[src/rtl/icache_direct_if.sv]
// Bundle of signals between the fetch stage, the instruction cache and the memory controller.
// The slave modport is the cache's view; the master modport is the view of the environment around it.
interface icache_direct_if #(
    parameter int WORD_W = 32
);
    logic              imemREN;
    logic [WORD_W-1:0] imemaddr;
    logic              ihit;
    logic [WORD_W-1:0] imemload;
    logic              iREN;
    logic [WORD_W-1:0] iaddr;
    logic [WORD_W-1:0] iload;
    logic              iwait;
    logic              flush;
    logic [WORD_W-1:0] hit_count;
    logic [WORD_W-1:0] miss_count;

    modport slave (
        input  imemREN, imemaddr, iload, iwait, flush,
        output ihit, imemload, iREN, iaddr, hit_count, miss_count
    );

    modport master (
        output imemREN, imemaddr, iload, iwait, flush,
        input  ihit, imemload, iREN, iaddr, hit_count, miss_count
    );
endinterface

[src/rtl/icache_direct.sv]
// Direct-mapped, one-word-per-frame instruction cache with a zero-latency hit path
// and a blocking miss that fills from memory through an iREN/iwait handshake.
module icache_direct #(
    parameter int SETS   = 16,
    parameter int WORD_W = 32
) (
    input  logic               CLK,
    input  logic               nRST,
    icache_direct_if.slave     bus
);
    localparam int IDX_W = $clog2(SETS);
    localparam int TAG_W = WORD_W - IDX_W - 2;

    typedef enum logic {IDLE, MISS} state_t;

    state_t              state_reg, state_next;
    logic [WORD_W-3:0]   miss_addr_reg, miss_addr_next;
    logic [SETS-1:0]     valid_reg;
    logic [WORD_W-1:0]   hit_count_reg, hit_count_next;
    logic [WORD_W-1:0]   miss_count_reg, miss_count_next;

    // Tag and data are read asynchronously so a hit returns in the request cycle.
    logic [TAG_W-1:0]    tag_mem  [SETS];
    logic [WORD_W-1:0]   data_mem [SETS];

    logic [TAG_W-1:0]    req_tag;
    logic [IDX_W-1:0]    req_idx;
    logic [TAG_W-1:0]    miss_tag;
    logic [IDX_W-1:0]    miss_idx;

    logic                hit;
    logic                fill_en;
    logic [WORD_W-1:0]   hit_data;

    assign req_tag  = bus.imemaddr[WORD_W-1:IDX_W+2];
    assign req_idx  = bus.imemaddr[IDX_W+1:2];
    assign miss_tag = miss_addr_reg[WORD_W-3:IDX_W];
    assign miss_idx = miss_addr_reg[IDX_W-1:0];

    always_comb begin
        state_next      = state_reg;
        miss_addr_next  = miss_addr_reg;
        hit             = 1'b0;
        fill_en         = 1'b0;
        hit_data        = '0;
        hit_count_next  = hit_count_reg;
        miss_count_next = miss_count_reg;
        case (state_reg)
            IDLE: begin
                if (bus.imemREN) begin
                    // A flush in the same cycle suppresses the hit and turns it into a miss.
                    if (valid_reg[req_idx] && (tag_mem[req_idx] == req_tag) && !bus.flush) begin
                        hit      = 1'b1;
                        hit_data = data_mem[req_idx];
                        if (hit_count_reg != '1)
                            hit_count_next = hit_count_reg + WORD_W'(1);
                    end else begin
                        miss_addr_next = {req_tag, req_idx};
                        state_next     = MISS;
                        if (miss_count_reg != '1)
                            miss_count_next = miss_count_reg + WORD_W'(1);
                    end
                end
            end
            MISS: begin
                if (!bus.iwait) begin
                    fill_en    = 1'b1;
                    state_next = IDLE;
                end
            end
            default: state_next = IDLE;
        endcase
    end

    always_ff @(posedge CLK) begin
        if (nRST) begin
            state_reg      <= IDLE;
            miss_addr_reg  <= '0;
            hit_count_reg  <= '0;
            miss_count_reg <= '0;
        end else begin
            state_reg      <= state_next;
            miss_addr_reg  <= miss_addr_next;
            hit_count_reg  <= hit_count_next;
            miss_count_reg <= miss_count_next;
        end
    end

    always_ff @(posedge CLK) begin
        if (fill_en && !nRST) begin
            data_mem[miss_idx] <= bus.iload;
            tag_mem[miss_idx]  <= miss_tag;
        end
    end

    // Flush beats the fill's set-valid, so a frame filled on a flush edge stays invalid.
    generate
        for (genvar gi = 0; gi < SETS; gi++) begin : g_valid
            always_ff @(posedge CLK) begin
                if (nRST || bus.flush)
                    valid_reg[gi] <= 1'b0;
                else if (fill_en && (miss_idx == IDX_W'(gi)))
                    valid_reg[gi] <= 1'b1;
            end
        end
    endgenerate

    assign bus.ihit       = hit && !nRST;
    assign bus.imemload   = (hit && !nRST) ? hit_data : '0;
    assign bus.iREN       = (state_reg == MISS) && !nRST;
    assign bus.iaddr      = ((state_reg == MISS) && !nRST) ? {miss_addr_reg, 2'b00} : '0;
    assign bus.hit_count  = hit_count_reg;
    assign bus.miss_count = miss_count_reg;

endmodule

[src/flat_wrapper.sv]
// flat-port wrapper written by rule: the top's interface ports become plain ports
module icache_direct_flat 
#(
    parameter int SETS   = 16,
    parameter int WORD_W = 32
)
  (CLK, nRST, bus_imemREN, bus_imemaddr, bus_iload, bus_iwait, bus_flush, bus_ihit, bus_imemload, bus_iREN, bus_iaddr, bus_hit_count, bus_miss_count);
  icache_direct_if #(.WORD_W(WORD_W)) bus_i ();
  input  logic CLK;
  input  logic nRST;
  input wire logic [$bits(bus_i.imemREN)-1:0] bus_imemREN;
  input wire logic [$bits(bus_i.imemaddr)-1:0] bus_imemaddr;
  input wire logic [$bits(bus_i.iload)-1:0] bus_iload;
  input wire logic [$bits(bus_i.iwait)-1:0] bus_iwait;
  input wire logic [$bits(bus_i.flush)-1:0] bus_flush;
  output wire logic [$bits(bus_i.ihit)-1:0] bus_ihit;
  output wire logic [$bits(bus_i.imemload)-1:0] bus_imemload;
  output wire logic [$bits(bus_i.iREN)-1:0] bus_iREN;
  output wire logic [$bits(bus_i.iaddr)-1:0] bus_iaddr;
  output wire logic [$bits(bus_i.hit_count)-1:0] bus_hit_count;
  output wire logic [$bits(bus_i.miss_count)-1:0] bus_miss_count;
  assign bus_i.imemREN = bus_imemREN;
  assign bus_i.imemaddr = bus_imemaddr;
  assign bus_i.iload = bus_iload;
  assign bus_i.iwait = bus_iwait;
  assign bus_i.flush = bus_flush;
  assign bus_ihit = bus_i.ihit;
  assign bus_imemload = bus_i.imemload;
  assign bus_iREN = bus_i.iREN;
  assign bus_iaddr = bus_i.iaddr;
  assign bus_hit_count = bus_i.hit_count;
  assign bus_miss_count = bus_i.miss_count;
  icache_direct #(.SETS(SETS), .WORD_W(WORD_W)) u_core (.CLK(CLK), .nRST(nRST), .bus(bus_i));
endmodule
[config.mk]
export PLATFORM = sky130hd
export DESIGN_NAME = icache_direct_flat
export DESIGN_NICKNAME = d
export VERILOG_FILES = /design/src/rtl/icache_direct_if.sv /design/src/rtl/icache_direct.sv /design/src/flat_wrapper.sv
export SDC_FILE = /design/constraint.sdc
export NUM_CORES = 1
export LEC_CHECK = 0
export ABC_AREA = 1
export BUFFER_PORTS_ARGS = -buffer_cell sky130_fd_sc_hd__buf_2
export CAP_MARGIN = 20
export CORE_MARGIN = 5
export CORE_UTILIZATION = 60
export DETAILED_ROUTE_END_ITERATION = 8
export HOLD_SLACK_MARGIN = 0.08
export PLACE_DENSITY_LB_ADDON = 0.2
export SKIP_CTS_REPAIR_TIMING = 1
export SYNTH_ARGS = -nofsm -noshare
export SYNTH_HDL_FRONTEND = slang
export SYNTH_SLANG_ARGS = --single-unit
[constraint.sdc]
create_clock -name CLK -period 7.5 [get_ports CLK]
set_input_delay 0.75 -clock CLK [delete_from_list [all_inputs] [get_ports CLK]]
set_output_delay 0.75 -clock CLK [all_outputs]
set_load 0.01 [all_outputs]
==> out/metrics.cfg, run 1 <==
[clock_network]
clk_latency_ns = 0.67
cts_buffers = 104
clkSinkCount = 1039
cts_tree = done
cts_buffer_depth = 3
cts-root-buf = clkbuf_16
ctsHtreeMaxLevel = 3
path_clk_slew_ns = 0.06

[worst_setup_path]
worstPathRequired_ns = 6.75
arrival_ns = 4.97
crit_slowest_cell = nand3_2
end_kind = primary output
crit_chain = buf_6 -> inv_8 -> nor2_1 -> o21ai_1 -> nand3_1 -> nand3_1 -> nand3_1 -> nand2_1 -> nor2_1 -> nand2_1 -> nor2_1 -> nand2_1 -> nor2_4 -> nand3_2 -> buf_4 -> a21oi_1 -> buf_2
cp-start-kind = input port
crit_fanout = 164
critPathMaxStageDelay_ns = 0.58
path_class = input port to primary output
r2r_start = u_core.bus.miss_count[1]
crit_start = bus_imemaddr[3]

[final_layout]
final_nets = 4359
area_growth_pct = 11.3
largest_register_ffs = 512
fill_cells = 5343
drive_above_1_share = 0.0949
top_regs = u_core.data_mem: 512 flops, u_core.tag_mem: 416 flops
regMostFlops = u_core.data_mem

[grt]
grt_pass1_vias = 29700
grt_usage = 0.283
grt_pass1_wl_um = 173000
antenna_found_initial = 8
overflow = 0
grt_max_degree = 165

[placement]
gp_congestion = 0.878
place_ws_ns = 1.82
numPortBuffers = 194
hpwlAfterDp_um = 57700

[synth]
yosysMostFrequentCell = nand2_1
synth-warning-count = 0
ys.flop_type = edfxtp_1
synth_area_leaders = edfxtp_1 (63%), nand2_1 (9.3%), dfxtp_1 (5.0%)
yosys.area.top_type = edfxtp_1
synth_cells = 4195
synth.top_cell.area_share = 0.631
syn-cell-area_mm2 = 0.0441
ys_types = 32
synth-edff-count = 928
ys_ff_latch = 1039
avgSynthCellArea_um2 = 10.5
ys_top_cells_by_count = nand2_1 (1090), edfxtp_1 (928), nand3_1 (379), inv_1 (366), nor2_1 (354)
yosysSeqAreaShare = 0.682
synth_async_sr_flop_share = 0

[timing]
fmax_mhz = 175
report.final.slew_viol_count = 0
finalWorstSetupSlack_ns = 1.78
finClkSkew_ns = 0.0220
min_period_ns = 5.72
maxSlewHeadroom = 0.229
finalSetupTns_ns = 0
hold_viol = 0
worst_pin_slew_ns = 1.15
finalSetupViolations = 0
fin_crit_sh = 0.762
rsz0062_at_grt = no

[power]
clockPowerShare = 0.415
powerDensity_mw_per_mm2 = 248
ir_worst_vdd_uv = 217
seqPwrFrac = 0.528
power_switching_mw = 2.74
power_leakage_nw = 18.7
pwr-share-comb = 0.058
switching_share = 0.225
intPower_mw = 9.44

[routing]
wl_um = 114000
dr.max_layer_used = met5
routedWlPerCell_um = 21.4
met2_length_um = 54700
viasPerCell = 5.91
drc_errors = 0
drt_iter0_markers = 3731
first_pass_iters = 6
route.layer.met1.wl_um = 45500
ant_nets = 0
via_count = 31600
wl_met3_um = 10000

[worst_hold_path]
hp-start = bus_iwait
worstHoldPathType = input port to register

[floorplanning]
row_count = 99
coreArea_mm2 = 0.0730
ios = 199
die-area_mm2 = 0.0791
die_y_um = 281
initial_core_util = 0.605
die_w_um = 281

[flow_run]
maxCapViolCount = 0

[outcome]
status = finished, final reports clean

==> placed cells by master (no fill, tap or decap), types with 2 or more instances in the layout <==
master      synthesis  routed
nand2_1          1090    1089
edfxtp_1          928     928
nand3_1           379     378
inv_1             366     364
nor2_1            354     337
a21oi_1           316     316
buf_2              72     190
a221oi_1          119     119
dfxtp_1           111     111
clkbuf_16           0     105
o21ai_0            72      72
nand4_1            68      68
buf_4              10      41
o21ai_1            35      35
nor3_1             32      32
clkinv_1            3      28
clkbuf_1          139      24
clkinv_2            0      18
nor2_4              0      18
o211ai_1           17      17
xor2_1              9       9
o31ai_1             8       8
bufinv_16           0       8
a31oi_1             7       7
or2_2               6       6
nor4_1              6       6
diode_2             0       4
or2_0               4       4
clkinvlp_4          0       4
clkbuf_8            0       4
buf_12              0       4
inv_8               0       3
inv_6               0       3
nor2_2              3       2
xnor2_1             2       2
ha_1                2       2
conb_1              1       2
buf_6               4       2
==> final timing paths <==
path | slack [ns] | end | cells after the start
worst max-delay path | 1.78 | bus_imemload[10] | 17
worst min register to register | 0.45 | u_core.valid_reg[13] | 2
worst max register to register | 4.02 | u_core.bus.miss_count[0] | 16
worst min-delay path | 0.41 | u_core.state_reg | 3
==> per-stage QoR <==
stage,hold slack (ns),total power [mW],utilization,area (um2),instances
global placement,0.436,7.22,0.628,45800,5140
finish,0.405,12.2,0.673,49100,5338
global route,0.422,12.6,0.673,49100,5336
floorplan,0.430,6.98,-,44100,4196
detailed placement,0.440,7.23,0.628,45800,5140
CTS,0.375,12.2,0.673,49100,5333
==> power groups by stage <==
stage / Combinational (mW) / Clock [mW] / Sequential (mW)
floorplan: 0.458 / 0 / 6.52
global placement: 0.676 / 0 / 6.54
detailed placement: 0.688 / 0 / 6.54
CTS: 0.693 / 5.11 / 6.42
global route: 0.776 / 5.35 / 6.43
finish: 0.701 / 5.05 / 6.42
==> per-layer routing <==
metal,global-route usage,vias to the layer above
met3,0.0446,241
met1,0.393,15100
met4,0.0950,8
met5,0,-
li1,-,14700
met2,0.464,1550
==> final cells by class <==
cell class                      count  area (um2)  area share
Sequential cell                  1039       30100       0.612
Multi-Input combinational cell   2533       11700       0.238
Clock buffer                      133        2770      0.0564
Inverter                          371        1420      0.0288
Timing Repair Buffer              239        1400      0.0286
Tap cell                          959        1200      0.0244
Clock inverter                     60         543      0.0111
Antenna cell                        4        10.0    0.000204
==> critical path, delay by kind of cell <==
| kind | cells | cell delay, ns |
|---|---|---|
| and+or+nand+nor | 11 | 1.96 |
| buffers and inverters | 4 | 1.68 |
| AOI/OAI and AO/OA | 2 | 0.27 |
==> cells by family (layout without fill, tap and decap cells) <==
| kind of cell | after synthesis | count (layout) | synth area share |
|---|---|---|---|
| other cells | 1 | 6 | 0.0000850 |
| compound gates | 575 | 575 | 0.0770 |
| flops | 1039 | 1039 | 0.682 |
| xor+xnor | 11 | 11 | 0.00218 |
| simple gates | 1943 | 1943 | 0.182 |
| fa+ha+maj | 2 | 2 | 0.000567 |
| buf+inv | 624 | 803 | 0.0566 |
Note: power is estimated with default switching activity, not from simulation.
==> run 2, diff against run 1 <==
==> constraint.sdc (replaced) <==
create_clock -name CLK -period 5.4 [get_ports CLK]
set_input_delay 0.54 -clock CLK [delete_from_list [all_inputs] [get_ports CLK]]
set_output_delay 0.54 -clock CLK [all_outputs]
set_load 0.01 [all_outputs]
==> out/metrics.cfg, run 2 (synthesis gave the netlist of run 1 again) <==
[floorplanning]
die_y_um = 281  ; unchanged
row_count = 99  ; unchanged
die_w_um = 281  ; unchanged
coreArea_mm2 = 0.0730  ; unchanged
die-area_mm2 = 0.0791  ; unchanged
ios = 199  ; unchanged
initial_core_util = 0.605  ; unchanged

[worst_setup_path]
cp-start-kind = input port  ; unchanged
worstPathRequired_ns = 4.86  ; was 6.75 ns
path_class = input port to primary output  ; unchanged
critPathMostFrequentCell = nand2_1
arrival_ns = 3.83  ; was 4.97 ns
crit_chain = buf_4 -> clkinv_2 -> nand3_1 -> nand2_1 -> nand2_1 -> nand2_1 -> nor2_1 -> nand2_1 -> nor2_1 -> nand2_1 -> nor2_4 -> nand3_2 -> buf_4 -> buf_4 -> a21oi_1 -> buf_2  ; was buf_6 -> inv_8 -> nor2_1 -> o21ai_1 -> nand3_1 -> nand3_1 -> nand3_1 -> nand2_1 -> nor2_1 -> nand2_1 -> nor2_1 -> nand2_1 -> nor2_4 -> nand3_2 -> buf_4 -> a21oi_1 -> buf_2
crit_fanout = 31  ; was 164
end_kind = primary output  ; unchanged
crit_slowest_cell = clkinv_2  ; was nand3_2
critPathMaxStageDelay_ns = 0.72  ; was 0.58 ns

[timing]
report.final.slew_viol_count = 0  ; unchanged
min_period_ns = 4.37
finalWorstSetupSlack_ns = 1.03  ; was 1.78 ns
finalSetupTns_ns = 0  ; unchanged
holdWs_ns = 0.188  ; was 0.405 ns
maxSlewHeadroom = 0.221  ; was 0.229
finClkSkew_ns = 0.0340  ; was 0.0220 ns
fin_crit_sh = 0.809
fmax_mhz = 229
rsz0062_at_grt = no  ; unchanged
worst_pin_slew_ns = 1.17  ; was 1.15 ns
hold_viol = 0  ; unchanged
finalSetupViolations = 0  ; unchanged

[power]
powerDensity_mw_per_mm2 = 343  ; was 248 mW/mm2
power_leakage_nw = 18.9  ; was 18.7 nW
ir_worst_vdd_uv = 297  ; was 217 uV

[clock_network]
cts-root-buf = clkbuf_16  ; unchanged
cts_buffer_depth = 3  ; unchanged
clk_latency_ns = 0.67  ; about the same
ctsHtreeMaxLevel = 3  ; unchanged
clkSinkCount = 1039  ; unchanged
cts_tree = done  ; unchanged
path_clk_slew_ns = 0.06  ; about the same
cts_buffers = 105  ; was 104

[grt]
grt_max_degree = 124  ; was 165
grt_usage = 0.284  ; was 0.283
antenna_found_initial = 8  ; unchanged
grt_pass1_wl_um = 174000  ; was 173000 um
grt_pass1_vias = 30100  ; was 29700
overflow = 0  ; unchanged

[placement]
place_ws_ns = 1.11  ; was 1.82 ns
hpwlAfterDp_um = 59900  ; was 57700 um
gp_congestion = 0.876  ; was 0.878
numPortBuffers = 194  ; unchanged
dpl-instance-area_mm2 = 0.0461  ; was 0.0458 mm2

[final_layout]
layout_common_cells = nand2_1 (1089), edfxtp_1 (928), nand3_1 (378)  ; unchanged
largest_register_ffs = 512  ; unchanged
fill_cells = 5323  ; was 5343
final_common_cell = nand2_1  ; unchanged
regMostFlops = u_core.data_mem  ; unchanged
top_regs = u_core.data_mem: 512 flops, u_core.tag_mem: 416 flops  ; unchanged
multiInputGateArea_mm2 = 0.0117  ; unchanged
drive_above_1_share = 0.100  ; was 0.0949
final_nets = 4378  ; was 4359
seqCellArea_mm2 = 0.0301  ; unchanged
design_area_mm2 = 0.0494  ; was 0.0491 mm2
area_growth_pct = 12.0  ; was 11.3%

[routing]
first_pass_iters = 6  ; unchanged
via_count = 31700  ; was 31600
drt_iter0_markers = 3506  ; was 3731
routedWlPerCell_um = 21.3  ; was 21.4 um
ant_nets = 0  ; unchanged
viasPerCell = 5.91  ; about the same
drc_errors = 0  ; unchanged
wl_um = 114000  ; about the same

[flow_run]
maxCapViolCount = 0  ; unchanged

[outcome]
status = finished, final reports clean  ; unchanged

[worst_hold_path]
worstHoldPathType = input port to register  ; unchanged

run 2: routing by layer:
layer / GRT usage / up-vias / wire length, um
li1: - / 14700 / -
met1: 0.404 / 15200 / 46100
met2: 0.461 / 1533 / 54500
met3: 0.0404 / 214 / 10500
met4: 0.0917 / 6 / 2980
met5: 0 / - / 39
run 2: final cells by class:
cell class / instances / area share
tap: 959 / 0.0243
antenna: 5 / 0.000253
multi-input combinational: 2533 / 0.237
clock buffer: 143 / 0.0579
sequential: 1039 / 0.609
clock inverter: 54 / 0.00989
inverter: 371 / 0.0286
timing repair buffer: 257 / 0.0339
run 2: power breakdown:
group	leakage [nW]	switching, mW	internal (mW)
clock network	1.64	3.01	4.05
logic	7.80	0.713	0.279
registers	9.40	0.0950	8.83
total	18.9	3.82	13.2
run 2: metrics by stage:
stage	cells	power [mW]	utilization
5_1_grt	5359	17.5	0.678
3_3_place_gp	5158	10.0	0.631
2_1_floorplan	4196	9.70	-
6_report	5361	17.0	0.678
4_1_cts	5355	17.0	0.677
3_5_place_dp	5158	10.1	0.631
run 2: final timing paths:
| path | start | cells after the start | slack (ns) | end |
|---|---|---|---|---|
| worst min-delay path | bus_iwait | 3 | 0.19 | u_core.state_reg |
| worst max-delay path | bus_imemaddr[5] | 16 | 1.03 | bus_imemload[12] |
| worst min register to register | u_core.valid_reg[3] | 2 | 0.45 | u_core.valid_reg[3] |
| worst max register to register | u_core.bus.miss_count[0] | 16 | 1.93 | u_core.bus.miss_count[1] |
run 2: worst max-delay path, delay by kind of cell:
family                 cells  cell delay, ns
buffers and inverters      5            1.74
AO/OA/AOI/OAI              1            0.18
AND/OR/NAND/NOR           10            1.29
